--- config.mk ---
export PLATFORM = sky130hd
export DESIGN_NAME = regfile_write_scheduler
export DESIGN_NICKNAME = d
export VERILOG_FILES = /design/src/rtl/regfile_pkg.sv /design/src/rtl/rr_arbiter.sv /design/src/rtl/regfile_write_scheduler.sv
export SDC_FILE = /design/constraint.sdc
export NUM_CORES = 1
export LEC_CHECK = 0
export ABC_AREA = 1
export CAP_MARGIN = 0
export CORE_AREA = 3 3 84 86
export DETAILED_ROUTE_END_ITERATION = 12
export DIE_AREA = 0 0 87 89
export GPL_TIMING_DRIVEN = 0
export PLACE_DENSITY = 0.83
export SYNTH_ARGS = -nofsm -noshare
export SYNTH_HDL_FRONTEND = slang
export SYNTH_SLANG_ARGS = --single-unit
--- constraint.sdc ---
create_clock -name clk -period 3.35 [get_ports clk]
set_clock_uncertainty 0.1 [all_clocks]
set_input_delay 0.5025 -clock clk [delete_from_list [all_inputs] [get_ports clk]]
set_output_delay 0.5025 -clock clk [all_outputs]
set_load 0.005 [all_outputs]
--- src/rtl/regfile_pkg.sv ---
// Shared definitions for the register-file write scheduler: default widths
// and the scheduler state encoding.
package regfile_pkg;

  localparam int DEF_ADDR_W = 5;
  localparam int DEF_DATA_W = 32;
  localparam int DEF_NREGS  = 2 ** DEF_ADDR_W;

  typedef enum logic {
    INIT = 1'b0,
    RUN  = 1'b1
  } state_t;

endpackage

--- src/rtl/rr_arbiter.sv ---
// Round-robin arbiter: grants the first valid request found scanning upward
// from ptr (with wrap-around), producing a one-hot grant and its index.
module rr_arbiter #(
  parameter int NUM_REQ = 2,
  parameter int PTR_W   = (NUM_REQ > 1) ? $clog2(NUM_REQ) : 1
) (
  input  logic [NUM_REQ-1:0] req,
  input  logic [PTR_W-1:0]   ptr,
  output logic [NUM_REQ-1:0] grant,
  output logic [PTR_W-1:0]   grant_idx,
  output logic               grant_valid
);

  int         scan_pos;
  logic [PTR_W-1:0] scan_idx;

  always_comb begin
    grant       = '0;
    grant_idx   = '0;
    grant_valid = 1'b0;
    scan_pos    = 0;
    scan_idx    = '0;
    for (int off = 0; off < NUM_REQ; off++) begin
      scan_pos = (int'(ptr) + off) % NUM_REQ;
      scan_idx = PTR_W'(scan_pos);
      if (!grant_valid && req[scan_idx]) begin
        grant[scan_idx] = 1'b1;
        grant_idx       = scan_idx;
        grant_valid     = 1'b1;
      end
    end
  end

endmodule

--- src/rtl/regfile_write_scheduler.sv ---
// Owns the regfile write port: clears every register after reset, then shares
// the port round-robin between writeback requesters and flags read hazards.
module regfile_write_scheduler
  import regfile_pkg::*;
#(
  parameter int              NUM_REQ    = 2,
  parameter int              DATA_W     = DEF_DATA_W,
  parameter int              ADDR_W     = DEF_ADDR_W,
  parameter logic [DATA_W-1:0] INIT_VALUE = '0
) (
  input  logic                      clk,
  input  logic                      reset,
  input  logic [NUM_REQ-1:0]        req_valid,
  input  logic [NUM_REQ*ADDR_W-1:0] req_reg,
  input  logic [NUM_REQ*DATA_W-1:0] req_data,
  output logic [NUM_REQ-1:0]        req_ready,
  input  logic [ADDR_W-1:0]         readRegA,
  input  logic [ADDR_W-1:0]         readRegB,
  output logic                      hazardA,
  output logic                      hazardB,
  output logic                      RegWrite,
  output logic [ADDR_W-1:0]         writeReg,
  output logic [DATA_W-1:0]         writeData,
  output logic                      initDone
);

  localparam int NUM_REGS = 2 ** ADDR_W;
  localparam int PTR_W    = (NUM_REQ > 1) ? $clog2(NUM_REQ) : 1;

  state_t              state_q, state_d;
  logic [ADDR_W-1:0]   init_cnt_q, init_cnt_d;
  logic [PTR_W-1:0]    rr_ptr_q, rr_ptr_d;
  logic                reg_write_q, reg_write_d;
  logic [ADDR_W-1:0]   write_reg_q, write_reg_d;
  logic [DATA_W-1:0]   write_data_q, write_data_d;
  logic                init_done_q, init_done_d;

  logic [NUM_REQ-1:0]  grant;
  logic [PTR_W-1:0]    grant_idx;
  logic                grant_valid;
  logic                run_active;
  logic [ADDR_W-1:0]   sel_reg;
  logic [DATA_W-1:0]   sel_data;
  logic                pend_a, pend_b;

  rr_arbiter #(
    .NUM_REQ (NUM_REQ),
    .PTR_W   (PTR_W)
  ) u_arb (
    .req         (req_valid),
    .ptr         (rr_ptr_q),
    .grant       (grant),
    .grant_idx   (grant_idx),
    .grant_valid (grant_valid)
  );

  // Grants are withheld while reset is asserted so no requester loses a write
  // that the reset is about to drop.
  assign run_active = (state_q == RUN) && !reset;
  assign req_ready  = grant & {NUM_REQ{run_active}};
  assign sel_reg    = req_reg[int'(grant_idx)*ADDR_W +: ADDR_W];
  assign sel_data   = req_data[int'(grant_idx)*DATA_W +: DATA_W];

  always_comb begin
    state_d      = state_q;
    init_cnt_d   = init_cnt_q;
    rr_ptr_d     = rr_ptr_q;
    reg_write_d  = 1'b0;
    write_reg_d  = write_reg_q;
    write_data_d = write_data_q;
    init_done_d  = (state_q == RUN);
    case (state_q)
      INIT: begin
        reg_write_d  = 1'b1;
        write_reg_d  = init_cnt_q;
        write_data_d = INIT_VALUE;
        init_cnt_d   = init_cnt_q + 1'b1;
        if (init_cnt_q == ADDR_W'(NUM_REGS - 1)) begin
          state_d = RUN;
        end
      end
      RUN: begin
        // A grant to register 0 still uses the slot, but $zero is never written.
        if (grant_valid) begin
          reg_write_d  = (sel_reg != '0);
          write_reg_d  = sel_reg;
          write_data_d = sel_data;
          rr_ptr_d     = PTR_W'((int'(grant_idx) + 1) % NUM_REQ);
        end
      end
      default: state_d = INIT;
    endcase
  end

  always_ff @(posedge clk) begin
    if (reset) begin
      state_q      <= INIT;
      init_cnt_q   <= '0;
      rr_ptr_q     <= '0;
      reg_write_q  <= 1'b0;
      write_reg_q  <= '0;
      write_data_q <= '0;
      init_done_q  <= 1'b0;
    end else begin
      state_q      <= state_d;
      init_cnt_q   <= init_cnt_d;
      rr_ptr_q     <= rr_ptr_d;
      reg_write_q  <= reg_write_d;
      write_reg_q  <= write_reg_d;
      write_data_q <= write_data_d;
      init_done_q  <= init_done_d;
    end
  end

  always_comb begin
    pend_a = 1'b0;
    pend_b = 1'b0;
    for (int i = 0; i < NUM_REQ; i++) begin
      if (req_valid[i] && (req_reg[i*ADDR_W +: ADDR_W] == readRegA)) pend_a = 1'b1;
      if (req_valid[i] && (req_reg[i*ADDR_W +: ADDR_W] == readRegB)) pend_b = 1'b1;
    end
    hazardA = (state_q == INIT) ||
              ((readRegA != '0) && ((reg_write_q && (write_reg_q == readRegA)) || pend_a));
    hazardB = (state_q == INIT) ||
              ((readRegB != '0) && ((reg_write_q && (write_reg_q == readRegB)) || pend_b));
  end

  assign RegWrite  = reg_write_q;
  assign writeReg  = write_reg_q;
  assign writeData = write_data_q;
  assign initDone  = init_done_q;

endmodule

==> impl_metrics.yaml, run 1 <==
outcome:
  outcome: "finished, final reports clean"
clock_network:
  hold_buffers: 0
  clock_latency_ps: 290
  cts.clk_slew.worst_paths_ps: 80
  numClockSinks: 46
  postCtsResizedCells: 0
  cts_setup_buffers: 0
  clk_path_buf_depth: 2
  root_buffer: "clkbuf_8"
  cts_tree: "done"
  h-tree-depth: 2
  cts_buffers: 5
worst_setup_path:
  worst-path-max-fanout: 10
  rrSetupSlack_ps: 1400
  path_common_cell: "clkdlybuf4s50_1"
  r2r_cells: 8
  crit_chain: "clkdlybuf4s50_1, nand2_2, nand2_1, buf_2, nor2_1, clkdlybuf4s50_1"
  rr_startpoint: "rr_ptr_q"
  cp-end-kind: "output pin"
  crit_buf_inv: 3
  critical_path_required_ps: 2750
  critical_path_arrival_ps: 2590
  slowest_delay_ps: 550
  cpLargestDelayFamily: "buffers and inverters"
  worstSetupPathType: "in -> out"
  worst_r2r_endpoint: "writeReg[2]"
  setup.worst_path.start_class: "input port"
  crit_path_top_delay_cell: "clkdlybuf4s50_1"
yosys:
  synth_ff_type: "dfxtp_1"
  syn_area_um2: 2873
  ys_types: 24
  synth_warnings: 0
  synth_seq_area_share_pct: 32.06
  yosysMostFrequentCell: "nand2_1"
  synthCells: 506
  synth_top_cells_by_count: "nand2_1 (237), nand3_1 (48), dfxtp_1 (46)"
  synth_edf_count: 0
  synth_seq_cells: 46
  synthesis.nets: 596
  synth_top_cell_by_area: "dfxtp_1"
  avgSynthCellArea_um2: 5.677
  netlist.area_leader.share_pct: 32.06
  async_reset_ff_share_pct: 0
  synthTopCellsByArea: "dfxtp_1 (32%), nand2_1 (31%), nand3_1 (8.4%)"
power_and_ir_drop:
  power_density_nw_per_um2: 266.3
  leakage_uw: 0.001948
  max-vdd-ir-drop_mv: 0.1911
timing:
  rsz0062_at_grt: "no"
  worstMarginPinSlew_ps: 531.9
  max_freq_mhz: 313.6
  period_needed_ps: 3189
  drv_slew: 0
  final-setup-viol-count: 0
  slew_headroom_pct: 64.54
  setup_tns_ps: 0
  period_share_pct: 95.19
  hold_viol_final: 0
  setup_slack_ps: 161.2
grt:
  grt_pass1_wl_mm: 15.15
  grt_antenna_before_repair: 0
  grt_usage_pct: 24.41
  grt_max_degree: 14
  grt_pass1_vias: 3319
  grt-ovfl-total: 0
hold_path:
  worstHoldStart: "writeData[26]"
  min_to: "writeData[26]"
  hp-class: "reg -> reg"
  hold_depth: 2
die:
  rows: 29
  start_util_pct: 45.24
  ioPinCount: 131
  dieArea_um2: 7743
  die_w_um: 87
  coreArea_um2: 6350
  die_h_um: 89
flow_run:
  drv_cap: 0
final_layout:
  nets: 733
  fillCellCount: 589
  antenna_cells: 0
  seq_area_um2: 920.9
  multi_input_area_um2: 1678
  layout.cells.non_filler: 720
  drive_above_1_share_pct: 4.510
  synthToLayoutAreaGrowth_pct: 51.44
routing:
  drt.antenna.violating_nets: 0
  drt_iter0_markers: 155
  via_count: 3670
  first_pass_iters: 5
  wirelength_mm: 9.719
  drc: 0
  avgRoutedWirePerCell_um: 13.50
  via_per_inst: 5.097
placed_design:
  dp_hpwl_mm: 7.621
  gp_congestion: 0.9303
  port_buffers: 130
  place_inst: 713
  post-place-ws_ps: 174.9
[layout by cell type, fill, tap and decap left out, drive strengths merged]
cell,count
nor4,1
a31o,1
nand4,4
nor3,7
clkbuf,15
nand3,49
ha,2
clkinv,1
a21oi,38
nand2,240
inv,39
buf,15
and2,1
o21ai,9
dfxtp,46
nor2,44
clkdlybuf4s50,130
clkinvlp,1
[worst max path at each step]
stage,slack [ps],to,cells after the start,start
global route,60,req_ready[1],6,req_valid[0]
detailed placement,170,req_ready[1],6,req_valid[0]
CTS,170,req_ready[1],6,req_valid[0]
floorplan,1690,req_ready[1],4,req_valid[0]
finish,160,req_ready[1],6,req_valid[0]
global placement,210,req_ready[1],6,req_valid[0]
[power by group]
part,leakage (uW),internal (uW),switching (uW)
registers,0.000372,552,6.75
logic,0.00154,141,131
clock network,0.0000373,143,183
total,0.00195,837,321
[metrics by stage]
step / hold WS [ps] / total power [uW] / util [%] / area (um2)
6_report: 366.6 / 1158 / 68.51 / 4350
5_1_grt: 383.8 / 1217 / 68.51 / 4350
4_1_cts: 366.0 / 1164 / 68.51 / 4350
3_5_place_dp: 353.6 / 841.5 / 67.25 / 4270
3_3_place_gp: 350.8 / 838.8 / 67.25 / 4270
2_1_floorplan: 359.8 / 689.1 / - / 2873
[final cells by class]
| type | count | share of cell area (%) |
|---|---|---|
| repair buffers | 130 | 29.91 |
| flip-flops and latches | 46 | 21.17 |
| plain buffers | 24 | 2.847 |
| multi-input cells | 396 | 38.57 |
| clock inverters | 1 | 0.1726 |
| clock buffers | 6 | 1.668 |
| inverters | 40 | 3.451 |
| well taps | 77 | 2.215 |
[metal layers]
| metal | vias up | GRT usage, % | wire length, um |
|---|---|---|---|
| li1 | 1853 | - | - |
| met1 | 1691 | 31.78 | 4293 |
| met2 | 112 | 42.31 | 4676 |
| met3 | 14 | 4.332 | 627 |
| met4 | 0 | 5.241 | 123 |
| met5 | - | 0 | 0 |
[registers in the layout (all words and copies together), names as in the netlist]
name / count
writeData: 32
init_cnt_q: 5
rr_ptr_q: 1
initDone: 1
RegWrite: 1
init_done_d: 1
writeReg: 5
[worst reg2reg max path, stage by stage, from the launching register on]
cell and delay [ps]:
dfxtp_1 420, inv_2 60, nand2_2 190, nand2_1 280, buf_2 260, o21ai_0 270
nor2_1 90, nor2_1 110, nor2_1 40
[cells by family (layout without fill, tap and decap cells)]
| kind of cell | after synthesis | after routing | share of synthesized area (%) |
|---|---|---|---|
| AOI/OAI and AO/OA | 48 | 48 | 8.754 |
| and+or+nand+nor | 346 | 346 | 48.78 |
| buffers and inverters | 64 | 201 | 9.538 |
| DFF | 46 | 46 | 32.06 |
| adders and majority gates | 2 | 2 | 0.8709 |
(Power assumes the default switching activity.)
==> run 2: changes to the inputs <==
==> constraint.sdc (replaced) <==
create_clock -name clk -period 3.9 [get_ports clk]
set_clock_uncertainty 0.1 [all_clocks]
set_input_delay 0.585 -clock clk [delete_from_list [all_inputs] [get_ports clk]]
set_output_delay 0.585 -clock clk [all_outputs]
set_load 0.005 [all_outputs]
==> results of run 2 <==
The final DEF is identical to that of run 1. Status: finished, final reports clean.
Main changes from that run: setup slack after placement 174.9 ps -> 559.9 ps; setup slack after layout 161.2 ps -> 546.2 ps; register-to-register setup slack 1400 ps -> 1950 ps; total power 1158 uW -> 995.0 uW; worst IR drop on VDD 0.1911 mV -> 0.1642 mV
==> variant 1 (settings of run 2) <==
`write_data_q` no longer has a reset.
--- a/src/rtl/regfile_write_scheduler.sv
+++ b/src/rtl/regfile_write_scheduler.sv
@@ -99,7 +99,6 @@
       rr_ptr_q     <= '0;
       reg_write_q  <= 1'b0;
       write_reg_q  <= '0;
-      write_data_q <= '0;
       init_done_q  <= 1'b0;
     end else begin
       state_q      <= state_d;
@@ -107,9 +106,12 @@
       rr_ptr_q     <= rr_ptr_d;
       reg_write_q  <= reg_write_d;
       write_reg_q  <= write_reg_d;
-      write_data_q <= write_data_d;
       init_done_q  <= init_done_d;
     end
+  end
+
+  always_ff @(posedge clk) begin
+    write_data_q <= write_data_d;
   end
 
   always_comb begin
Formal check against the unedited RTL: same outputs for any inputs over 10 cycles, from zero or initial values and one cycle with reset high; that may be too few to reach the edited logic, so the function may still have changed.
==> variant 1 against run 2 <==
  * Count of clock-buffer cells in the layout stayed put
  * Wire length is 8.9% lower
  * Synthesized area is 3.2% lower
  * First-iteration DRC count is 50% higher
  * Total power is 3.1% higher
  * Worst setup slack better by 0.30 ns
  * Sequential cell count stayed put
  * Final area is 2.3% lower
  * Largest power group unchanged
==> variant 1: results (changes against run 2) <==
\begin{tabular}{lr}
\hline
Metric & Value \\
\hline
\multicolumn{2}{l}{\textbf{Yosys}} \\
\quad Number of synthesis warnings & 0 (unchanged) \\
\quad Part of the Yosys area used for sequential elements & 0.4462 (+0.1257) \\
\quad Distinct cells, synth & 24 (unchanged) \\
\quad Synthesized net count & 496 (-17\%) \\
\quad Share of flip-flops with an asynchronous set or reset & 0 (unchanged) \\
\quad Cells taking the most area after synthesis & sky130\_fd\_sc\_hd\_\_edfxtp\_1, sky130\_fd\_sc\_hd\_\_nor2\_1, sky130\_fd\_sc\_hd\_\_nand2\_1, sky130\_fd\_sc\_hd\_\_dfxtp\_1, sky130\_fd\_sc\_hd\_\_o21ai\_0 \\
\quad Cell types with the highest counts after synthesis & sky130\_fd\_sc\_hd\_\_nor2\_1, sky130\_fd\_sc\_hd\_\_nand2\_1, sky130\_fd\_sc\_hd\_\_inv\_1 \\
\quad EDFF count, synth & 32 (+32) \\
\multicolumn{2}{l}{\textbf{Routing}} \\
\quad Routed wire length & 8850 microns (-8.9\%) \\
\quad Violation count after the first detailed-route iteration & 232 (+50\%) \\
\quad Total via count after detailed routing & 3089 (-16\%) \\
\multicolumn{2}{l}{\textbf{Global route}} \\
\quad First-pass GRT wire length & 13540 microns (-11\%) \\
\quad Antenna violations before repair & 0 (unchanged) \\
\quad Maximum number of pins on one net before global-route repair & 34 (+20) \\
\quad Vias in the first global route & 2761 (-17\%) \\
\quad GRT Total Usage & 0.2245 (-0.01964) \\
\multicolumn{2}{l}{\textbf{Setup path}} \\
\quad Crit-path max cell delay & 0.59 ns (+0.04 ns) \\
\quad Flop-to-flop setup slack & 1.81 ns (-0.14 ns) \\
\quad Critical path arrival & 2.37 ns (-0.30 ns) \\
\quad Slowest CP cell & sky130\_fd\_sc\_hd\_\_clkdlybuf4s50\_1 \\
\quad Max FO, Critical Path & 5 (-5) \\
\multicolumn{2}{l}{\textbf{Final layout}} \\
\quad Filler cell count & 533 (-9.5\%) \\
\quad Nets & 631 (-14\%) \\
\quad Proportion of layout cells with a drive suffix above 1 & 0.04428 (-0.0008206) \\
\multicolumn{2}{l}{\textbf{Run status}} \\
\quad Status & finished, final reports clean \\
\multicolumn{2}{l}{\textbf{Placed design}} \\
\quad HPWL reported at the end of detailed placement & 6880 microns (-9.7\%) \\
\quad Number of buffers added on ports & 128 (-1.5\%) \\
\quad Global placer's final weighted congestion & 0.9039 (-2.8\%) \\
\quad Worst slack after detailed placement & 0.9126 ns (+0.3527 ns) \\
\multicolumn{2}{l}{\textbf{STA}} \\
\quad Top achievable clock speed & 327.4 MHz (+9.8\%) \\
\quad Max-slew headroom at the worst pin & 0.4244 (-0.2210) \\
\multicolumn{2}{l}{\textbf{Power and ir drop}} \\
\quad Leakage dissipation & 0.001914 uW (-1.7\%) \\
\quad Worst vdd rail ir drop & 0.1686 mV (+2.7\%) \\
\multicolumn{2}{l}{\textbf{Hold path}} \\
\quad Hold WC Path Type & reg2reg \\
\multicolumn{2}{l}{\textbf{Clocking}} \\
\quad Post\_cts resized & 0 (unchanged) \\
\hline
\end{tabular}
==> variant 1: cell families (layout without fill, tap and decap cells) <==
family,Yosys count,count (layout),share of synthesized area
AND/OR/NAND/NOR,252,252,0.3675
buffers and inverters,59,195,0.09131
AO/OA/AOI/OAI,47,47,0.08592
flip-flops,46,46,0.4462
adder cells (fa/ha/maj),2,2,0.008995
==> variant 1: worst min-delay path, stage by stage, from the launching register on <==
cell and delay [ns]:
sky130_fd_sc_hd__dfxtp_1 0.33, sky130_fd_sc_hd__nor2_1 0.10, sky130_fd_sc_hd__nor2_1 0.05
==> variant 1: final cells by class <==
type	instances	area share
Inverter	45	0.03974
Timing Repair Buffer	128	0.3014
Clock buffer	6	0.01707
Buffer	14	0.02002
Tap cell	77	0.02267
Clock inverter	2	0.003238
Multi-Input combinational cell	301	0.3038
Sequential cell	46	0.2920
==> variant 1: power by group <==
part	internal (uW)	switching (uW)
sequential	520	5.40
clock	127	167
combinational	114	92.2
total	761	265
==> variant 1: final timing paths <==
path / startpoint / end / cells past startpoint
worst min-delay path: init_cnt_q[4]$_SDFFE_PP0N_ / init_cnt_q[4]$_SDFFE_PP0N_ / 2
worst max-delay path: readRegB[3] / hazardB / 10
worst min register to register: init_cnt_q[4]$_SDFFE_PP0N_ / init_cnt_q[4]$_SDFFE_PP0N_ / 2
worst max register to register: rr_ptr_q$_SDFFE_PP0P_ / writeData[23]$_SDFFCE_PN0P_ / 2
==> variant 1: layer usage <==
metal	track usage	routed length, microns	share of wire
met5	0	0	0
met4	0.05807	170	0.019
met1	0.2865	3579	0.40
met3	0.04147	775	0.088
met2	0.3920	4324	0.49
==> variant 1: per-stage QoR <==
step | instance area (sq um) | total power (uW) | hold slack [ns] | cells
3_5_place_dp | 4164 | 739.6 | 0.4009 | 611
3_3_place_gp | 4159 | 737.0 | 0.3960 | 611
2_1_floorplan | 2781 | 619.6 | 0.3789 | 406
6_report | 4250 | 1026 | 0.4150 | 619
4_1_cts | 4250 | 1027 | 0.4186 | 619
5_1_grt | 4250 | 1080 | 0.4473 | 619
==> variant 2 (settings of run 2) <==
Made on the original files. `NUM_REQ` is set to 2 in 2 places; all go to 1.
--- a/src/rtl/rr_arbiter.sv
+++ b/src/rtl/rr_arbiter.sv
@@ -1,7 +1,7 @@
 // Round-robin arbiter: grants the first valid request found scanning upward
 // from ptr (with wrap-around), producing a one-hot grant and its index.
 module rr_arbiter #(
-  parameter int NUM_REQ = 2,
+  parameter int NUM_REQ = 1,
   parameter int PTR_W   = (NUM_REQ > 1) ? $clog2(NUM_REQ) : 1
 ) (
   input  logic [NUM_REQ-1:0] req,
--- a/src/rtl/regfile_write_scheduler.sv
+++ b/src/rtl/regfile_write_scheduler.sv
@@ -3,7 +3,7 @@
 module regfile_write_scheduler
   import regfile_pkg::*;
 #(
-  parameter int              NUM_REQ    = 2,
+  parameter int              NUM_REQ    = 1,
   parameter int              DATA_W     = DEF_DATA_W,
   parameter int              ADDR_W     = DEF_ADDR_W,
   parameter logic [DATA_W-1:0] INIT_VALUE = '0
Ports: changed (resized req_data, req_ready, req_reg and req_valid); port bits go from 131 to 92. The function was not compared with the original's and may differ.
==> variant 2 against run 2 <==
  * Worst setup slack improved by 0.47 ns
  * Via count is 41% lower
  * Cell count shrank 38%
  * Wire length decreased by 42%
  * Non-clock buffer count down 53
  * Count of clock-buffer cells in the layout unchanged
  * Clock power increased by 29%
  * Synthesized cell count is 46% lower
  * Total power decreased by 4.8%
  * Synthesized area fell by 31%
  * Sequential cell count shrank 1
  * Final area shrank 29%
  * Critical path type unchanged
  * Largest cell class is now non-clock buffers
  * Largest power group unchanged
==> variant 2: results (changes against run 2) <==
\begin{tabular}{lr}
\hline
Metric & Value \\
\hline
\multicolumn{2}{l}{\textbf{STA}} \\
\quad Final critical-path share of the clock period & 0.7383 (-0.1217) \\
\multicolumn{2}{l}{\textbf{Routing}} \\
\quad Total via count after detailed routing & 2147 (-41\%) \\
\quad Met2 WL post-DR & 2761 microns (-41\%) \\
\quad Routed wire length & 5664 microns (-42\%) \\
\quad Met3 WL & 447 microns (-29\%) \\
\multicolumn{2}{l}{\textbf{Placed design}} \\
\quad \# placed instances & 439 (-38\%) \\
\quad Number of buffers added on ports & 89 (-32\%) \\
\quad Global placer's final weighted congestion & 0.9357 (+0.58\%) \\
\multicolumn{2}{l}{\textbf{Power and ir drop}} \\
\quad Worst vdd rail ir drop & 0.2546 mV (+55\%) \\
\quad Leakage dissipation & 0.001315 uW (-33\%) \\
\multicolumn{2}{l}{\textbf{Final layout}} \\
\quad Final design instance area without fill & 3099 sq um (-29\%) \\
\quad Filler cell count & 638 (+8.3\%) \\
\quad Post-Layout Cell Count & 447 (-38\%) \\
\multicolumn{2}{l}{\textbf{Global route}} \\
\quad Met1 routing resource usage after global routing & 0.1762 (-0.1416) \\
\quad Met3 track demand over resource & 0.03963 (-0.003687) \\
\quad Grt met2 use & 0.2491 (-0.1739) \\
\multicolumn{2}{l}{\textbf{Yosys}} \\
\quad Cell types with the highest counts after synthesis & sky130\_fd\_sc\_hd\_\_nand2\_1, sky130\_fd\_sc\_hd\_\_nor2\_1, sky130\_fd\_sc\_hd\_\_dfxtp\_1 \\
\quad Part of the Yosys area used for sequential elements & 0.4523 (+0.1317) \\
\quad Synth Area per Inst & 7.296 sq um (+29\%) \\
\quad Distinct cells, synth & 20 (-17\%) \\
\quad Cells taking the most area after synthesis & sky130\_fd\_sc\_hd\_\_dfxtp\_1, sky130\_fd\_sc\_hd\_\_nand2\_1, sky130\_fd\_sc\_hd\_\_a32o\_1, sky130\_fd\_sc\_hd\_\_nor2\_1, sky130\_fd\_sc\_hd\_\_inv\_1 \\
\quad Synthesized net count & 325 (-45\%) \\
\multicolumn{2}{l}{\textbf{Setup path}} \\
\quad Critical path arrival & 2.19 ns (-0.48 ns) \\
\quad Crit-path max cell delay & 0.51 ns (-0.04 ns) \\
\quad Max FO, Critical Path & 4 (-6) \\
\multicolumn{2}{l}{\textbf{Run status}} \\
\quad Status & finished, final reports clean \\
\hline
\end{tabular}
[variant 2: power breakdown]
part	internal, uW	leakage, uW	switching [uW]	total [uW]
sequential	464	0.000364	5.15	469
clock	208	0.0000574	154	362
combinational	64.6	0.000894	51.8	116
total	737	0.00131	211	948
[variant 2: tightest hold or removal path, cell delays in order (launching register included)]
cell and delay, ns:
sky130_fd_sc_hd__dfxtp_1 0.32, sky130_fd_sc_hd__nand2_1 0.06, sky130_fd_sc_hd__a21oi_1 0.05
[variant 2: layout make-up]
| cell class | instances | area share |
|---|---|---|
| Clock buffer | 6 | 0.02665 |
| Timing Repair Buffer | 89 | 0.2874 |
| Inverter | 28 | 0.03391 |
| Tap cell | 77 | 0.03109 |
| Sequential cell | 45 | 0.2907 |
| Buffer | 12 | 0.02180 |
| Clock inverter | 2 | 0.01211 |
| Multi-Input combinational cell | 188 | 0.2963 |
[variant 2: per-stage QoR]
step	power [uW]	hold slack, ns
3_5_place_dp	595.7	0.3643
5_1_grt	994.7	0.4172
2_1_floorplan	526.4	0.3521
6_report	947.7	0.3721
3_3_place_gp	593.1	0.3530
4_1_cts	960.4	0.3797
[variant 2: kinds of logic after synthesis]
family	after synthesis
buf+inv	40
flops	45
compound gates	35
simple gates	151
fa+ha+maj	2
[variant 2: path summary, 6_finish.rpt]
kind,startpoint,to,depth (start not counted)
hold reg to reg,writeData[31]$_SDFFE_PP0P_,writeData[31]$_SDFFE_PP0P_,2
setup reg to reg,init_cnt_q[0]$_SDFFE_PP0N_,init_cnt_q[4]$_SDFFE_PP0N_,6
hold / removal,writeData[31]$_SDFFE_PP0P_,writeData[31]$_SDFFE_PP0P_,2
setup / recovery,req_reg[4],hazardA,10
